## src/rtl/seq_circuit_driver.sv

```systemverilog
// seq_circuit_driver: walks the eight {A,B,C} vectors through an external
// circuit under test, compares its registered response O against
// (A|B)&C after LAT cycles, and reports a saturating mismatch count.
// Optional feature: define SEQ_DRIVER_LOOP_EN to let a run chain straight
// into the next pass while start is held, pulsing done between passes.
//
// state | meaning
// IDLE  | waiting for start, all outputs cleared
// DRIVE | vector applied, expected response latched
// WAIT  | LAT-1 cycles for the response to propagate
// CHECK | compare o_in with expected, advance vector
// DONE  | run complete, done/pass/err_count held
module seq_circuit_driver #(
    parameter int LAT = 1
) (
    input  logic       clk,
    input  logic       reset,
    input  logic       start,
    input  logic       o_in,
    output logic       a_out,
    output logic       b_out,
    output logic       c_out,
    output logic       busy,
    output logic       done,
    output logic       pass,
    output logic [3:0] err_count,
    output logic [2:0] vec_idx
);

    typedef enum logic [2:0] {
        IDLE  = 3'd0,
        DRIVE = 3'd1,
        WAIT  = 3'd2,
        CHECK = 3'd3,
        DONE  = 3'd4
    } state_t;

    // WAIT is entered with this value and exits when the counter reaches 0,
    // giving LAT-1 WAIT cycles.
    localparam logic [1:0] WAIT_LOAD = (LAT > 1) ? 2'(LAT - 2) : 2'd0;

    state_t     state_q, state_d;
    logic [2:0] vec_d;
    logic [3:0] err_d;
    logic       exp_q, exp_d;
    logic       perr_q, perr_d;
    logic [1:0] cnt_q, cnt_d;
    logic       done_d, pass_d, busy_d;
    logic [2:0] abc_d;
    logic       mismatch;
    logic [3:0] err_inc;

    assign mismatch = (o_in != exp_q);
    assign err_inc  = (err_count == 4'hF) ? 4'hF : err_count + 4'd1;

    // Next-state and next-output logic; outputs are derived from the next
    // state so that the registered outputs always match the current state.
    always_comb begin
        state_d = state_q;
        vec_d   = vec_idx;
        err_d   = err_count;
        exp_d   = exp_q;
        perr_d  = perr_q;
        cnt_d   = cnt_q;
        done_d  = 1'b0;
        pass_d  = pass;

        case (state_q)
            IDLE: begin
                if (start) begin
                    state_d = DRIVE;
                    vec_d   = 3'd0;
                    err_d   = 4'd0;
                    perr_d  = 1'b0;
                    pass_d  = 1'b0;
                end
            end
            DRIVE: begin
                exp_d = (vec_idx[2] | vec_idx[1]) & vec_idx[0];
                if (LAT == 1) begin
                    state_d = CHECK;
                end else begin
                    state_d = WAIT;
                    cnt_d   = WAIT_LOAD;
                end
            end
            WAIT: begin
                if (cnt_q == 2'd0) state_d = CHECK;
                else               cnt_d   = cnt_q - 2'd1;
            end
            CHECK: begin
                if (mismatch) begin
                    err_d  = err_inc;
                    perr_d = 1'b1;
                end
                if (vec_idx != 3'd7) begin
                    vec_d   = vec_idx + 3'd1;
                    state_d = DRIVE;
                end else begin
                    done_d = 1'b1;
                    pass_d = ~(perr_q | mismatch);
`ifdef SEQ_DRIVER_LOOP_EN
                    if (start) begin
                        state_d = DRIVE;
                        vec_d   = 3'd0;
                        perr_d  = 1'b0;
                    end else begin
                        state_d = DONE;
                    end
`else
                    state_d = DONE;
`endif
                end
            end
            DONE: begin
                done_d = 1'b1;
                if (start) begin
                    state_d = DRIVE;
                    vec_d   = 3'd0;
                    err_d   = 4'd0;
                    perr_d  = 1'b0;
                    pass_d  = 1'b0;
                    done_d  = 1'b0;
                end
            end
            default: begin
                state_d = IDLE;
            end
        endcase

        busy_d = (state_d == DRIVE) || (state_d == WAIT) || (state_d == CHECK);
        abc_d  = busy_d ? vec_d : 3'd0;
    end

    // State and output registers with synchronous active-low reset.
    always_ff @(posedge clk) begin
        if (!reset) begin
            state_q   <= IDLE;
            vec_idx   <= 3'd0;
            err_count <= 4'd0;
            exp_q     <= 1'b0;
            perr_q    <= 1'b0;
            cnt_q     <= 2'd0;
            done      <= 1'b0;
            pass      <= 1'b0;
            busy      <= 1'b0;
            a_out     <= 1'b0;
            b_out     <= 1'b0;
            c_out     <= 1'b0;
        end else begin
            state_q   <= state_d;
            vec_idx   <= vec_d;
            err_count <= err_d;
            exp_q     <= exp_d;
            perr_q    <= perr_d;
            cnt_q     <= cnt_d;
            done      <= done_d;
            pass      <= pass_d;
            busy      <= busy_d;
            a_out     <= abc_d[2];
            b_out     <= abc_d[1];
            c_out     <= abc_d[0];
        end
    end

endmodule
```

## config.mk

```make
export PLATFORM = sky130hd
export DESIGN_NAME = seq_circuit_driver
export DESIGN_NICKNAME = d
export VERILOG_FILES = /design/src/rtl/seq_circuit_driver.sv
export SDC_FILE = /design/constraint.sdc
export NUM_CORES = 1
export LEC_CHECK = 0
export CORE_UTILIZATION = 35
export CTS_CLUSTER_DIAMETER = 200
export CTS_CLUSTER_SIZE = 16
export DETAILED_ROUTE_END_ITERATION = 16
export HOLD_SLACK_MARGIN = 0.15
export PLACE_DENSITY = 0.57
export SYNTH_ARGS = -nofsm -noshare
export SYNTH_HDL_FRONTEND = slang
export SYNTH_SLANG_ARGS = --single-unit
```

## constraint.sdc

```tcl
create_clock -name clk -period 1.4 [get_ports clk]
set_input_delay 0.28 -clock clk [delete_from_list [all_inputs] [get_ports clk]]
set_output_delay 0.28 -clock clk [all_outputs]
set_load 0.01 [all_outputs]
```

==> results list, run 1 <==
- The run finished with clean final reports.
- Clock tree from TritonCTS: done
- Final setup violation count: 0
- In the routed layout, each cell is associated on average with a via count of 5.31.
- Pwr Density: 1020 nW/µm²
- The initial utilization of the core area, before any placement, comes to 37.4%.
- Each instance of the synthesized netlist takes up on average 9.45 µm².
- The HPWL after detailed placement is 1.47 mm.
- Arrival @ worst endpoint: 1050 ps
* Worst min-delay path class: register to register
- The first global-routing pass estimated 3.11 mm of wire.
- Max-cap violations in this run came to 0.
- In the routed design, unresolved DRC markers number 0.
- Cells with a size suffix above 1 make up 23.1% of the layout.
- The internal portion of the total power is 956 µW.
- The clock drives 20 sinks.
- Hold violation total from the final report: 0
* Antenna viol nets, final: 0
- Post-synth design cell area: 926 µm²
- Count of distinct cell types in the synthesized netlist: 37
- Final period demand of the worst path: 1330 ps
* Net count of the mapped netlist: 105
- Category of the critical setup timing path: register to primary output
* Clock latency reported for the late side of the worst-skew pair: 300 ps
* Final critical-path share of the clock period: 94.7%
* Relative contribution of sequential cells to total power: 49.1%
* Number of warnings printed during yosys synthesis: 0
- Number of violations reported at the end of detailed-routing iteration 0: 11
- Of all flip-flops after synthesis, the portion carrying an async set or reset was 0%.
* VDD IR-drop max: 563 µV
* Data required time at the worst endpoint: 1120 ps
- Of the total power, the share spent switching nets is 23.6%.
* Maximum fanout encountered on the critical timing path: 4
* Width of the die: 53.4 µm
* Die height: 53.4 µm
- Cell chosen for the clock root: sky130_fd_sc_hd__clkbuf_4
* Hold Worst Slack: 498 ps
- Largest net degree at the start of global routing: 14
- Worst-case clock skew: 1.54 ps
- Total GRT Usage: 15.5%
- Fin cells: 151
* Pre-CTS worst setup slack: -333 ps
- In this run, the clock network consumes 37.5% of the power.
- The total overflow left after global routing is 0.
* Number of enable flip-flop cells after synthesis: 0
- After synthesis, flip-flops and latches occupy 43.2% of the total area.
- The longest clock path from root to sink contains 2 buffers.
- The floorplan has 18 rows.
- In the post-route analysis, the smallest setup slack over all paths is 73.8 ps.
- Routability-driven placement congestion ratio: 0.767
* Number of buffer cells added on primary ports: 16
* Initial antenna violation count: 0
- Summed over all failing endpoints, the final setup total negative slack is 0 ps.
- Summed over all layers, the routed wires come to 1.97 mm.
- Antenna Diode Count: 0
- Area enclosed by the die boundary: 2860 µm²
- Syn Inst Count: 98
- Net switching component of the power: 295 µW
- After clock tree synthesis, the clock-pin slew on the worst setup and hold paths is 110 ps.
* Via count: 802
- H-tree depth: 1
- In this run the static leakage power is 0.000527 µW.
* # nets final: 129
* Max Slew Vio Count: 0
* FF+latch count, synth: 20
- In this run, CTS created clock tree buffers numbering 3.
* Average wire length per cell after detail routing: 13.1 µm
- Core ar.: 2480 µm²
* Synthesis-to-layout area growth: 32.0%
- Max Freq: 0.754 GHz
* Worst Setup End Kind: primary output
- Worst slew slack as a fraction of its limit: 71.5%
- Via count of the first global-routing pass: 706
- In the synthesized netlist the dominant register cell turns out to be sky130_fd_sc_hd__dfxtp_1.
- Including well taps, the total number of placed cells is 147.
- The worst setup path is launched from a register.
* I/O pin cnt: 17
- The first TritonRoute pass finished after 2 iterations.
- Combinational cell fraction of total power: 13.4%
- Transition time of the tightest slew-check pin: 427 ps
layout make-up:
class	count	area, µm²
inverters	7	26.3
clock inverters	1	30.0
repair buffers	25	211
clock buffers	3	22.5
fillers	266	1250
flip-flops and latches	20	413
well taps	30	37.5
multi-input cells	65	482
logic make-up (layout without fill, tap and decap cells):
logic type,after synthesis,after routing,synth area share (%)
AO/OA/AOI/OAI,28,28,20.8
flip-flops,20,20,43.2
AND/OR/NAND/NOR,31,31,22.3
XOR/XNOR,3,3,2.84
buffers and inverters,13,36,6.76
adder cells (fa/ha/maj),3,3,4.05
cells in the mapped netlist, types with 2 or more instances:
cell | instances | area [µm²]
sky130_fd_sc_hd__o2111ai_1 | 2 | 17.5
sky130_fd_sc_hd__a311oi_1 | 3 | 26.3
sky130_fd_sc_hd__nand3_1 | 3 | 15.0
sky130_fd_sc_hd__o211ai_1 | 3 | 22.5
sky130_fd_sc_hd__a21oi_1 | 8 | 40.0
sky130_fd_sc_hd__clkbuf_1 | 2 | 7.51
sky130_fd_sc_hd__dfxtp_1 | 20 | 400
sky130_fd_sc_hd__a31oi_1 | 3 | 18.8
sky130_fd_sc_hd__ha_1 | 3 | 37.5
sky130_fd_sc_hd__or3_1 | 2 | 12.5
sky130_fd_sc_hd__and3b_1 | 2 | 17.5
sky130_fd_sc_hd__o21ai_0 | 2 | 10.0
sky130_fd_sc_hd__nor2b_1 | 2 | 12.5
sky130_fd_sc_hd__and2_1 | 2 | 12.5
sky130_fd_sc_hd__nor2_1 | 8 | 30.0
sky130_fd_sc_hd__xnor2_1 | 2 | 17.5
sky130_fd_sc_hd__nand2_1 | 3 | 11.3
sky130_fd_sc_hd__inv_1 | 7 | 26.3
sky130_fd_sc_hd__a22oi_1 | 3 | 22.5
path summary, 6_finish.rpt:
path,from,slack [ps],cells past startpoint,to
worst max register to register,state_q[2]$_SDFF_PN0_,90,3,err_count[0]$_SDFFE_PN0P_
worst min register to register,err_count[0]$_SDFFE_PN0P_,500,1,err_count[0]$_SDFFE_PN0P_
worst min-delay path,err_count[0]$_SDFFE_PN0P_,500,1,err_count[0]$_SDFFE_PN0P_
worst max-delay path,vec_idx[0]$_SDFF_PN0_,70,2,vec_idx[0]
metal layers:
| metal | wire [µm] | up-vias | track usage (%) |
|---|---|---|---|
| met2 | 915 | 13 | 23.3 |
| li1 | - | 403 | - |
| met5 | 0 | - | 0 |
| met4 | 36 | 0 | 7.89 |
| met3 | 70 | 5 | 2.87 |
| met1 | 951 | 381 | 20.6 |
through the flow:
| stage | utilization (%) | cell area [µm²] | total power [µW] |
|---|---|---|---|
| final | 49.3 | 1220 | 1250 |
| after global routing | 49.3 | 1220 | 1300 |
| after CTS | 48.8 | 1210 | 1250 |
| after detailed placement | 46.6 | 1150 | 791 |
| after global placement | 46.6 | 1150 | 793 |
| after floorplan | - | 926 | 724 |
power groups by stage:
stage               clock network [µW]  logic (µW)  registers (µW)
finish                             469         168             614
global route                       499         182             617
CTS                                478         160             611
detailed placement                   0         165             626
global placement                     0         166             627
floorplan                            0         107             617
state kept, by name, indices dropped and copies added, names as in the netlist:
signal	count
b_out	1
err_count	4
vec_idx	3
exp_q	1
done	1
a_out	1
c_out	1
busy	1
cnt_q	2
pass	1
state_q	3
perr_q	1
cell usage in the layout, fill, tap and decap left out, drive strengths merged, types with 2 or more instances in the layout:
cell / n
o21ai: 2
nor2b: 2
a311oi: 3
nand3: 3
dlygate4sd2: 13
buf: 9
and2: 2
xnor2: 2
clkbuf: 3
a21oi: 8
o2111ai: 2
dfxtp: 20
clkdlybuf4s50: 3
or3: 2
nand2: 3
a31oi: 3
inv: 7
a22oi: 3
o211ai: 3
and3b: 2
nor2: 8
ha: 3
critical path: stages, from the launching register on:
cell	delay [ps]
sky130_fd_sc_hd__dfxtp_1	330
sky130_fd_sc_hd__buf_4	140
sky130_fd_sc_hd__dlygate4sd2_1	270
what timing repair did:
| action | 4_1_cts | 5_1_grt |
|---|---|---|
| endpoints found under the setup margin | 14 | 12 |
| buffers inserted | 0 | 0 |
| hold buffers | 0 | 0 |
| resized for setup | 21 | 5 |
Note: power is estimated with default switching activity, not from simulation.
==> inputs of run 2 (changes only) <==
--- a/config.mk
+++ b/config.mk
@@ -11,6 +11,7 @@
 export DETAILED_ROUTE_END_ITERATION = 16
 export HOLD_SLACK_MARGIN = 0.15
 export PLACE_DENSITY = 0.57
+export SLEW_MARGIN = 15
 export SYNTH_ARGS = -nofsm -noshare
 export SYNTH_HDL_FRONTEND = slang
 export SYNTH_SLANG_ARGS = --single-unit
==> results of run 2 <==
The final DEF is identical to that of run 1; final timing and power are the same.
==> variant 1 (settings of run 1) <==
Encoding of `state_t`: now one-hot (5 bits for 5 states).
--- a/src/rtl/seq_circuit_driver.sv
+++ b/src/rtl/seq_circuit_driver.sv
@@ -29,8 +29,8 @@
 
-    typedef enum logic [2:0] {
-        IDLE  = 3'd0,
-        DRIVE = 3'd1,
-        WAIT  = 3'd2,
-        CHECK = 3'd3,
-        DONE  = 3'd4
+    typedef enum logic [4:0] {
+        IDLE  = 5'b00001,
+        DRIVE = 5'b00010,
+        WAIT  = 5'b00100,
+        CHECK = 5'b01000,
+        DONE  = 5'b10000
     } state_t;
Behaviour: same outputs for any inputs over 10 cycles, from zero or initial values and one cycle with reset low; not proved beyond that.
==> variant 1 against run 1 <==
  * Critical path type is now reg2reg
  * Sequential power rose by 5.5%
  * Design area increased by 33%
  * Sequential cell count is 2 higher
  * Sequential share of layout area shrank 5.5 points
  * Largest cell class unchanged
  * Wire length increased by 37%
  * Area after synthesis increased by 20%
  * Power shrank 5.4%
  * The run now ends with setup timing left
  * Worst setup slack worse by 190 ps
==> variant 1: results (changes against run 1) <==
** Timing
- The total negative slack for setup checks was -420 ps (was 0 ps).
- Worst Setup Slack, final :: -119 ps (was 73.8 ps)
- Final Hold Slack :: 497 ps (was 498 ps)
- Slew margin rel. :: 0.698 (was 0.715)
- The count of final setup violators came to 8 (was 0).
- The worst clock skew came to 2.24 ps (was 1.54 ps).

** Status
- The final reports fail on setup timing.
- Status :: finished, violations left (was completed)

** GRT
- Pin count of the biggest net entering global routing :: 15 (was 14)
- The overall track demand over capacity in global routing was 0.176 (was 0.155).
- Number of global-route vias before repair :: 1,002 (was 706)
- First-pass GRT wire length :: 4520 um (was 3110 um)

** Routing
- The met2 routed wirelength is 1320 um (was 915 um).
- The total met3 wirelength after detailed routing came to 66 um (was 70 um).
- The first-pass detailed-route iteration total was 4 (was 2).
- Routed length per instance :: 13.8 um (was 13.1 um)
- DR vias/cell :: 5.27 (was 5.31)

** Power
- Net Sw Frac :: 0.253 (was 0.236)
- The maximum resistive drop on vdd is 0.000445 V (was 0.000563 V).
- Leakage power summed over all cells :: 0.655 nW (was 0.527 nW)

** Finish
- The share of cells above drive strength 1 came to 0.388 (was 0.231).
- Final-layout fill cell count :: 277 (was 266)
- Regs by FF count :: state_q (5), err_count (4), vec_idx (3) (was err_count (4), state_q (3), vec_idx (3))
- Number of cells in the finished layout apart from fillers :: 196 (was 151)

** Worst setup path
- Largest delay share family, worst path :: simple AND/OR/NAND/NOR gates (was buffers and inverters)
- The highest net fanout along the worst path was 8 (was 4).
- Slowest cell on the critical path :: sky130_fd_sc_hd__or3b_4 (was sky130_fd_sc_hd__dfxtp_1)
- The data arrival time of the critical path was 1750 ps (was 1050 ps).

** Yosys
- The average cell area after synthesis was 9.41 um2 (was 9.45 um2).
- Syn nets :: 125 (was 105)
- The number of distinct standard cells referenced by the synthesized netlist was 44 (was 37).
- Cells taking the most area after synthesis: sky130_fd_sc_hd__dfxtp_1 (40%), sky130_fd_sc_hd__ha_1 (3.4%), sky130_fd_sc_hd__nor2_1 (3.4%) (was sky130_fd_sc_hd__dfxtp_1 (43%), sky130_fd_sc_hd__a21oi_1 (4.3%), sky130_fd_sc_hd__ha_1 (4.1%)).

** Place
- Gp weighted congestion :: 0.835 (was 0.767)
- The placed wire-length estimate was 1980 um (was 1470 um).
- The count of placed standard cells including taps is 190 (was 147).
-- variant 1: changes by cell type in the layout (fill, tap and decap cells not counted), sizes merged, moves of 3 or more --
cell,delta
o21ai,+5
inv,-3
a22oi,-3
and3,+3
nor3,+5
nand4bb,+3
buf,+11
-- variant 1: layout make-up --
cell class,count,area [um2],area share
clock buffer,4,36.3,0.0223
inverter,4,15.0,0.00923
multi-input combinational,86,763,0.469
sequential,22,460,0.283
tap,44,55.1,0.0338
timing repair buffer,36,297,0.182
-- variant 1: repair_timing --
action | 4_1_cts | 5_1_grt
resized for setup | 33 | 14
buffers inserted | 2 | 0
setup endpoints to repair | 26 | 17
pin swaps | 7 | 4
endpoints found under the hold margin | 0 | 0
-- variant 1: path summary, 6_finish.rpt --
kind                          from                  end  depth (start not counted)
max          state_q[4]$_SDFF_PN0_     b_out$_SDFF_PN0_                          4
min            perr_q$_SDFFE_PN0P_  perr_q$_SDFFE_PN0P_                          2
max reg2reg  state_q[4]$_SDFF_PN0_     b_out$_SDFF_PN0_                          4
min reg2reg    perr_q$_SDFFE_PN0P_  perr_q$_SDFFE_PN0P_                          2
-- variant 1: power by group through the flow --
stage               Combinational (W)  Clock, W  Sequential (W)
global placement             0.000153         0        0.000666
CTS                          0.000171  0.000363        0.000648
global route                 0.000200  0.000391        0.000650
finish                       0.000186  0.000349        0.000648
floorplan                   0.0000958         0        0.000661
detailed placement           0.000154         0        0.000667
-- variant 1: routing by layer --
layer | GRT usage | vias to the layer above
met2 | 0.292 | 25
met5 | 0 | -
met4 | 0.0714 | 0
met1 | 0.233 | 493
li1 | - | 512
met3 | 0.0198 | 2
-- variant 1: cell families after synthesis --
family | share of synthesized area
mux | 0.0180
xor+xnor | 0.0316
compound gates | 0.221
flops | 0.397
fa+ha+maj | 0.0338
buf+inv | 0.0428
simple gates | 0.256
-- variant 1: through the flow --
step                      utilization  worst slack, ps  area (um2)
final                           0.537             -119        1630
after global routing            0.537             -182        1630
after CTS                       0.518             -119        1570
after detailed placement        0.476             -378        1440
after global placement          0.476             -356        1440
after floorplan                     -            -9.64        1140
-- variant 1: worst reg2reg max path: stages (launching register included) --
cell                        delay (ps)
sky130_fd_sc_hd__dfxtp_4           390
sky130_fd_sc_hd__or3b_4            430
sky130_fd_sc_hd__a2111oi_4         340
sky130_fd_sc_hd__nand2_2           110
sky130_fd_sc_hd__a211oi_2          180
==> variant 2 (config.mk and constraints of run 1) <==
Made on the original files. The option `SEQ_DRIVER_LOOP_EN` is turned on by a define.
--- a/src/rtl/seq_circuit_driver.sv
+++ b/src/rtl/seq_circuit_driver.sv
@@ -12,2 +12,4 @@
 // DONE  | run complete, done/pass/err_count held
+`define SEQ_DRIVER_LOOP_EN
+
 module seq_circuit_driver #(
Check against the original RTL: same outputs for any inputs over 10 cycles, from zero or initial values and one cycle with reset low; that may be too few to reach the edited logic, so the function may still have changed.
==> variant 2 against run 1 <==
  * Area after synthesis up 0.27%
  * Core utilization grew 3.5 points
  * Power up 4.3%
  * Clock power is 28% lower
  * Synthesized cell count grew 4.1%
  * Wire length up 1.7%
  * Final cell count rose by 9.3%
  * Worst setup slack worse by 37 ps
  * Count of clock-buffer cells in the layout grew 1
  * Sequential cell count unchanged
  * Via count up 3.5%
  * Die area increased by 0.24%
  * Design area increased by 8.1%
  * Largest cell class unchanged
  * Largest power group unchanged
==> variant 2: results (changes against run 1) <==
** Routing
- Detailed-route wire length :: 2010 um (was 1970 um)
- The vias after detailed routing came to 830 (was 802).
- Number of design-rule violations left by the first detailed-router iteration :: 13 (was 11)
- Iteration count of the initial detailed-routing pass :: 4 (was 2)

** Finish
- The area of all sequential standard cells is 418 um2 (was 413 um2).
- Nets@finish :: 144 (was 129)
- The share of cells above drive strength 1 is 0.319 (was 0.231).

** Worst setup path
- End of the worst register-to-register path :: vec_idx[2]$_SDFF_PN0_ (was err_count[0]$_SDFFE_PN0P_)
- The data arrival time of the critical path came to 1080 ps (was 1050 ps).
- Setup slack on the worst flop-to-flop path :: 40 ps (was 90 ps)
- Worst Reg-to-Reg Cells :: 6 (was 3)
- Launching point of the worst reg2reg path :: vec_idx[0]$_SDFF_PN0_ (was state_q[2]$_SDFF_PN0_)

** GRT
- First-pass GRT wire length :: 3110 um (unchanged)
- GRT Overall Usage :: 0.154 (was 0.155)
- The via count of the first global-routing pass was 701 (was 706).

** Yosys
- Commonest cells in the netlist: sky130_fd_sc_hd__dfxtp_1 (20), sky130_fd_sc_hd__nand2_1 (9), sky130_fd_sc_hd__nor2_1 (7), sky130_fd_sc_hd__o21ai_0 (6), sky130_fd_sc_hd__nor3_1 (5) (was sky130_fd_sc_hd__dfxtp_1 (20), sky130_fd_sc_hd__a21oi_1 (8), sky130_fd_sc_hd__nor2_1 (8), sky130_fd_sc_hd__inv_1 (7)).
- Area share of fa/ha/maj cells after synthesis :: 0.0539 (was 0.0405)
- Syn nets :: 110 (was 105)
- Fraction of the yosys area taken by sequential cells :: 0.431 (was 0.432)
- The parity-gate share of the synthesized area counting xor and xnor cells came to 0.0283 (was 0.0284).
- The number of distinct standard cells referenced by the synthesized netlist was 32 (was 37).
- Cells taking the most area after synthesis :: sky130_fd_sc_hd__dfxtp_1 (43%), sky130_fd_sc_hd__ha_1 (5.4%), sky130_fd_sc_hd__nand2_1 (3.6%) (was sky130_fd_sc_hd__dfxtp_1 (43%), sky130_fd_sc_hd__a21oi_1 (4.3%), sky130_fd_sc_hd__ha_1 (4.1%))

** Hold path
- The destination of the worst hold path is err_count[3]$_SDFFE_PN0P_ (was err_count[0]$_SDFFE_PN0P_).
- Hold wc startpoint :: err_count[3]$_SDFFE_PN0P_ (was err_count[0]$_SDFFE_PN0P_)

** Power
- Peak supply drop :: 0.000573 V (was 0.000563 V)
- The switching power summed over all nets is 0.000370 W (was 0.000295 W).
- The static leakage power was 0.610 nW (was 0.527 nW).

** Timing
- Worst clock skew on the final layout :: 7.60 ps (was 1.54 ps)
- The tightest slew margin relative to the limit was 0.694 (was 0.715).

** Place
- Port-buffer cells :: 16 (unchanged)
- DP HPWL :: 1400 um (was 1470 um)
- Gp weighted congestion :: 0.784 (was 0.767)

** Status
- Status :: completed (unchanged)
==> variant 2: layout make-up <==
cell class	instances	area share
Sequential cell	20	0.316
Timing Repair Buffer	34	0.209
Inverter	4	0.0114
Multi-Input combinational cell	73	0.407
Tap cell	30	0.0284
Clock buffer	4	0.0275
==> variant 2: what timing repair did <==
| item | in CTS | in global routing |
|---|---|---|
| resized for setup | 27 | 9 |
| endpoints found under the hold margin | 0 | 0 |
| setup buffers | 0 | 5 |
| pin swaps | 4 | 5 |
| setup endpoints to repair | 23 | 15 |
| hold buffers | 0 | 0 |
==> variant 2: logic make-up after synthesis <==
| group | count (synthesis) |
|---|---|
| AND/OR/NAND/NOR | 48 |
| flip-flops | 20 |
| XOR/XNOR | 3 |
| adder cells (fa/ha/maj) | 4 |
| buffers and inverters | 9 |
| AO/OA/AOI/OAI | 18 |
==> variant 2: worst max-delay path by stage <==
stage,startpoint,to,slack [ps],cells after the start
after floorplan,state_q[0]$_SDFF_PN0_,b_out$_SDFF_PN0_,-60,6
after global placement,start,b_out$_SDFF_PN0_,-370,5
after detailed placement,start,b_out$_SDFF_PN0_,-400,5
after CTS,vec_idx[0]$_SDFF_PN0_,vec_idx[2]$_SDFF_PN0_,2,6
after global routing,cnt_q[1]$_SDFFE_PN0P_,cnt_q[0]$_SDFFE_PN0P_,-20,5
final,vec_idx[0]$_SDFF_PN0_,vec_idx[0],40,2
==> variant 2: power groups by stage <==
stage / registers, W / clock network (W) / logic, W
5_1_grt: 0.000642 / 0.000374 / 0.000361
2_1_floorplan: 0.000639 / 0 / 0.000185
3_3_place_gp: 0.000648 / 0 / 0.000283
4_1_cts: 0.000639 / 0.000354 / 0.000300
3_5_place_dp: 0.000650 / 0 / 0.000287
6_report: 0.000636 / 0.000340 / 0.000328
==> variant 2: metal layers <==
layer | vias to the layer above | global-route usage | wire length (um)
li1 | 421 | - | -
met1 | 386 | 0.204 | 982
met2 | 21 | 0.235 | 914
met3 | 2 | 0.0287 | 97
met4 | 0 | 0.0789 | 12
met5 | - | 0 | 0
==> variant 2: per-stage QoR <==
stage	worst slack, ps	TNS, ps	power (W)	std cells
2_1_floorplan	-60.3	-305	0.000824	102
3_3_place_gp	-373	-4440	0.000930	156
3_5_place_dp	-396	-4650	0.000938	156
4_1_cts	1.87	0	0.00129	160
5_1_grt	-24.8	-95.4	0.00138	165
6_report	36.8	0	0.00130	165
==> variant 2: worst max-delay path, cell delays in order (launching register included) <==
cell and delay (ps):
sky130_fd_sc_hd__dfxtp_2 360, sky130_fd_sc_hd__buf_4 140, sky130_fd_sc_hd__dlygate4sd2_1 280
